## src/rtl/ret_stack_mt.sv

```systemverilog
// ret_stack_mt: multi-thread return-address stack for the fetch front end.
// Calls push a link-adjusted return target; returns pop the top entry.
// Each thread has its own top-of-stack pointer and occupancy counter, and
// its own row block in one shared RAM, addressed {thread, ptr}.
// Optional feature macro: RSTACK_CKPT_EN adds pointer checkpoint/restore
// for mispredict repair (ckpt/restore/restore_thread/restore_ckpt ports).
module ret_stack_mt #(
  parameter int DATA_WIDTH = 67,
  parameter int DEPTH      = 16,
  parameter int THREADS    = 2,
  localparam int TID_W     = (THREADS > 1) ? $clog2(THREADS) : 1,
  localparam int PTR_W     = $clog2(DEPTH),
  localparam int CNT_W     = PTR_W + 1
) (
  input  logic                   clk,
  input  logic                   rst,
  input  logic [TID_W-1:0]       thread,
  input  logic                   push,
  input  logic [DATA_WIDTH-1:0]  push_data,
  input  logic [4:0]             push_lnk,
  input  logic                   pop,
  output logic [DATA_WIDTH-1:0]  pop_data,
  output logic                   pop_valid,
  output logic [CNT_W-1:0]       count,
`ifdef RSTACK_CKPT_EN
  output logic [PTR_W+CNT_W-1:0] ckpt,
  input  logic                   restore,
  input  logic [TID_W-1:0]       restore_thread,
  input  logic [PTR_W+CNT_W-1:0] restore_ckpt,
`endif
  input  logic                   except,
  input  logic [TID_W-1:0]       except_thread
);

  localparam int AW   = TID_W + PTR_W;
  localparam int NENT = THREADS * DEPTH;
  localparam logic [CNT_W-1:0] CNT_FULL = CNT_W'(DEPTH);
  localparam logic [PTR_W-1:0] TOS_RST  = PTR_W'(DEPTH - 1);

  logic [PTR_W-1:0]      tos_q [THREADS];
  logic [CNT_W-1:0]      cnt_q [THREADS];
  logic [PTR_W-1:0]      tos_d [THREADS];
  logic [CNT_W-1:0]      cnt_d [THREADS];
  logic [DATA_WIDTH-1:0] mem_q [NENT];

  logic [DATA_WIDTH-1:0] entry;
  logic                  tid_ok, ex_hit, rs_hit, op_ok, do_push, do_pop;
  logic [PTR_W-1:0]      cur_tos;
  logic [CNT_W-1:0]      cur_cnt;
  logic [AW-1:0]         rd_addr, wr_addr;
  logic                  pop_valid_d;

  // Thread ids beyond THREADS (non power-of-two counts) never touch state.
  assign tid_ok  = (int'(thread) < THREADS);
  assign cur_tos = tid_ok ? tos_q[thread] : '0;
  assign cur_cnt = tid_ok ? cnt_q[thread] : '0;
  assign count   = cur_cnt;

`ifdef RSTACK_CKPT_EN
  assign ckpt   = {cur_tos, cur_cnt};
  assign rs_hit = restore && (restore_thread == thread);
`else
  assign rs_hit = 1'b0;
`endif

  // A flush or pointer reload of the addressed thread drops its push/pop.
  assign ex_hit  = except && (except_thread == thread);
  assign op_ok   = tid_ok && !ex_hit && !rs_hit;
  assign do_push = push && op_ok;
  assign do_pop  = pop && op_ok;

  // Push+pop replaces the top slot; a plain push writes one above it.
  assign rd_addr = {thread, cur_tos};
  assign wr_addr = do_pop ? {thread, cur_tos} : {thread, PTR_W'(cur_tos + 1'b1)};

  assign pop_valid_d = do_pop && (cur_cnt != '0);

  // Link adjustment: bump the target field by lnk[4], low nibble from lnk[3:0].
  always_comb begin
    entry        = push_data;
    entry[46:4]  = push_data[46:4] + 43'(push_lnk[4]);
    entry[3:0]   = push_lnk[3:0];
  end

  // Per-thread pointer/occupancy next state; except overrides restore overrides ops.
  always_comb begin
    for (int t = 0; t < THREADS; t++) begin
      tos_d[t] = tos_q[t];
      cnt_d[t] = cnt_q[t];
      if (thread == TID_W'(t)) begin
        if (do_push && do_pop) begin
          if (cnt_q[t] == '0) cnt_d[t] = CNT_W'(1);
        end else if (do_push) begin
          tos_d[t] = tos_q[t] + 1'b1;
          if (cnt_q[t] != CNT_FULL) cnt_d[t] = cnt_q[t] + 1'b1;
        end else if (do_pop) begin
          tos_d[t] = tos_q[t] - 1'b1;
          if (cnt_q[t] != '0) cnt_d[t] = cnt_q[t] - 1'b1;
        end
      end
`ifdef RSTACK_CKPT_EN
      if (restore && (restore_thread == TID_W'(t))) begin
        tos_d[t] = restore_ckpt[CNT_W +: PTR_W];
        cnt_d[t] = restore_ckpt[CNT_W-1:0];
      end
`endif
      if (except && (except_thread == TID_W'(t))) begin
        tos_d[t] = TOS_RST;
        cnt_d[t] = '0;
      end
    end
  end

  // Per-thread pointer/occupancy registers.
  always_ff @(posedge clk or posedge rst) begin
    if (rst) begin
      for (int t = 0; t < THREADS; t++) begin
        tos_q[t] <= TOS_RST;
        cnt_q[t] <= '0;
      end
    end else begin
      for (int t = 0; t < THREADS; t++) begin
        tos_q[t] <= tos_d[t];
        cnt_q[t] <= cnt_d[t];
      end
    end
  end

  // Registered pop result; the RAM read is combinational so a push from the
  // previous cycle is already in the array and needs no bypass.
  always_ff @(posedge clk or posedge rst) begin
    if (rst) begin
      pop_valid <= 1'b0;
      pop_data  <= '0;
    end else begin
      pop_valid <= pop_valid_d;
      if (do_pop) pop_data <= mem_q[rd_addr];
    end
  end

  // Entry RAM write; contents are not reset.
  always_ff @(posedge clk) begin
    if (do_push) mem_q[wr_addr] <= entry;
  end

endmodule

```

## config.mk

```make
export PLATFORM = sky130hd
export DESIGN_NAME = ret_stack_mt
export DESIGN_NICKNAME = d
export VERILOG_FILES = /design/src/rtl/ret_stack_mt.sv
export SDC_FILE = /design/constraint.sdc
export NUM_CORES = 2
export LEC_CHECK = 0
export ABC_AREA = 1
export CAP_MARGIN = 40
export CORE_MARGIN = 4
export CORE_UTILIZATION = 25
export CTS_CLUSTER_DIAMETER = 80
export DETAILED_ROUTE_END_ITERATION = 10
export PLACE_DENSITY = 0.39
export SETUP_SLACK_MARGIN = 0.2
export SLEW_MARGIN = 30
export SYNTH_ARGS = -nofsm -noshare
export SYNTH_HDL_FRONTEND = slang
export SYNTH_SLANG_ARGS = --single-unit
```

## constraint.sdc

```tcl
create_clock -name clk -period 6.9 [get_ports clk]
set_input_delay 1.38 -clock clk [delete_from_list [all_inputs] [get_ports clk]]
set_output_delay 1.38 -clock clk [all_outputs]
set_load 0.05 [all_outputs]
```

==> flow_metrics.env <==
export IMPL_drive_gt1_share_pct=7.38
export IMPL_antenna_left=0
export IMPL_synth_warnings=0
export IMPL_power_mw=41.2
export IMPL_ys_ff_latch=2230
export IMPL_core_area_sq_mm=0.386
export IMPL_arrival_ns=5.68
export IMPL_layout_common_cells="nand2_1, edfxtp_1, nand3_1"
export IMPL_grt_ovfl_total=0
export IMPL_die_area_sq_mm=0.398
export IMPL_routed_wl_mm=335
export IMPL_syn_area_sq_mm=0.0970
export IMPL_cts_tree="built"
export IMPL_cp_data_required_time_ns=7.67
export IMPL_postCtsHoldBufs=0
export IMPL_root_buffer="clkbuf_16"
export IMPL_outcome="finished clean"
export IMPL_io_pins=152
export IMPL_finalWeightedCongestion=0.749
export IMPL_end_kind="flop"
export IMPL_postCtsResizedCells=0
export IMPL_path_max_fanout=65
export IMPL_setup_tns_ns=0
export IMPL_post_route_period_util_pct=71.1
export IMPL_initial_core_util_pct=25.1
export IMPL_synthCells=9317
export IMPL_syn2layout_area_growth_pct=17.9
export IMPL_slowest_delay_ns=0.77
export IMPL_hold_viol=0
export IMPL_syn_avg_cell_area_sq_um=10.4
export IMPL_tightestPinTransition_ns=1.07
export IMPL_die_w_um=631
export IMPL_cts_setup_buffers=0
export IMPL_port_buffers=147
export IMPL_htreeDepth=5
export IMPL_cpMostUsedCell="nand3_1"
export IMPL_worstSkewPairLatency_ns=0.91
export IMPL_rsz0062_at_grt="false"
export IMPL_fin_nets=9581
export IMPL_powerDensity_mw_per_mm2=361
export IMPL_setup_viol=0
export IMPL_dpl_hpwl_mm=171
export IMPL_antenna_found_initial=16
export IMPL_grt_start_max_net_pins=187
export IMPL_final_design_area_no_fill_sq_mm=0.114
export IMPL_synth_nets=9411
export IMPL_final_common_cell="nand2_1"
export IMPL_path_cells="buf_6, buf_4, nand2_1, nand2_4, buf_4, buf_4, nand2_1, nand3_1, nand3_1, nand3_1, nand3_1, nand3_1, nand2_1"
export IMPL_finalMaxSlewViolations=0
export IMPL_drc=0
export IMPL_fin_skew_ns=0.0731
export IMPL_first_pass_iters=5
export IMPL_dr_total_vias=65300
export IMPL_die_h_um=631
export IMPL_placedCellCount=14400
export IMPL_ys_seq_area_share_pct=68.6
export IMPL_synth_distinct_cells=34
export IMPL_wl_per_cell_um=22.5
export IMPL_hold_path_class="reg -> reg"
export IMPL_final_cells=14900
export IMPL_start_kind="input port"
export IMPL_placed_area_sq_mm=0.106
export IMPL_path_class="in -> reg"
export IMPL_period_needed_ns=4.90
export IMPL_p_leak_nw=46.0
export IMPL_vdd_drop_max_uv=241
export IMPL_slowest_stage="buf_4"
export IMPL_cts_inserted_buffers=268
export IMPL_cts_buffer_depth=4
export IMPL_clk_pin_slew_ns=0.05
export IMPL_grt_pass1_vias=63800
export IMPL_synth_edf_count=2144
export IMPL_cap_violations=0
export IMPL_track_usage_pct=16.4
export IMPL_fmax_mhz=204
export IMPL_async_reset_ff_share_pct=3.86
export IMPL_cts_num_sinks=2230
export IMPL_final_util_pct=29.6
export IMPL_ys_flop_type="edfxtp_1"
export IMPL_slew_headroom_pct=28.8
export IMPL_vias_per_cell=4.39
export IMPL_drt_iter0_drc=4940
export IMPL_rows=228
export IMPL_grt_pass1_wl_mm=478
==> cells in the mapped netlist (8+ instances only) <==
master | instances | area [sq um]
a21oi_1 | 35 | 175
buf_1 | 20 | 75.1
buf_2 | 332 | 1660
buf_4 | 44 | 330
clkbuf_1 | 82 | 308
dfrtp_1 | 78 | 1950
dfstp_2 | 8 | 210
edfxtp_1 | 2144 | 64400
ha_1 | 15 | 188
inv_1 | 1714 | 6430
nand2_1 | 2559 | 9610
nand3_1 | 2064 | 10300
nand4_1 | 19 | 119
nor2_1 | 91 | 342
nor3_1 | 13 | 65.1
o21ai_0 | 10 | 50.1
xnor2_1 | 22 | 193
xor2_1 | 25 | 219
==> power breakdown <==
part	switching [mW]	internal [mW]	leakage (nW)
combinational	8.59	3.18	21.7
sequential	0.281	15.6	20.3
clock	5.72	7.84	4.03
total	14.6	26.6	46.0
==> layer usage <==
layer,global-route usage [%],share of wire [%]
met5,0,0.010
met4,3.97,2.3
met3,1.88,3.7
met2,28.8,50
met1,21.6,44
==> flip-flops by register name (all words and copies together) (netlist names) <==
signal,count
pop_valid,1
tos_q,8
pop_data,67
mem_q,2144
cnt_q,10
==> per-stage QoR <==
step           hold WS, ns  setup slack, ns
2_1_floorplan        0.469            0.692
3_3_place_gp         0.469            0.909
3_5_place_dp         0.470             1.07
4_1_cts              0.486             2.05
5_1_grt              0.504             1.84
6_report             0.478             2.00
==> critical path, delay by kind of cell <==
kind                   cells  cell delay, ns
buffers and inverters      4            2.38
AND/OR/NAND/NOR            9            1.71
==> final cells by class <==
type	instances	area, sq um
clock buffers	350	7310
well taps	5175	6470
inverters	1720	6490
diodes	4	10.0
clock inverters	119	933
repair buffers	380	4220
flip-flops and latches	2230	66500
multi-input cells	4887	22300
fillers	39400	272000
==> kinds of logic (layout without fill, tap and decap cells) <==
| group | Yosys count | count (layout) | synth area share, % |
|---|---|---|---|
| xor+xnor | 49 | 49 | 0.458 |
| other cells | 0 | 4 | 0 |
| flops | 2230 | 2230 | 68.6 |
| fa+ha+maj | 15 | 15 | 0.194 |
| compound gates | 50 | 50 | 0.271 |
| buf+inv | 2200 | 2569 | 9.13 |
| simple gates | 4773 | 4773 | 21.3 |
==> final timing paths <==
check                                    startpoint                  endpoint  slack (ns)  depth (start not counted)
max                                          thread  pop_data[15]$_DFFE_PP0P_        2.00                         13
min                        pop_data[14]$_DFFE_PP0P_  pop_data[14]$_DFFE_PP0P_        0.48                          2
max reg2reg                    tos_q[0]$_DFFE_PP1P_   mem_q[15][47]$_DFFE_PP_        2.92                         10
min reg2reg                pop_data[14]$_DFFE_PP0P_  pop_data[14]$_DFFE_PP0P_        0.48                          2
max in group asynchronous                       rst  pop_data[20]$_DFFE_PP0P_        4.88                          3
min in group asynchronous                       rst  pop_data[58]$_DFFE_PP0P_        0.97                          2
No activity file was read; power rests on OpenSTA's default activity.
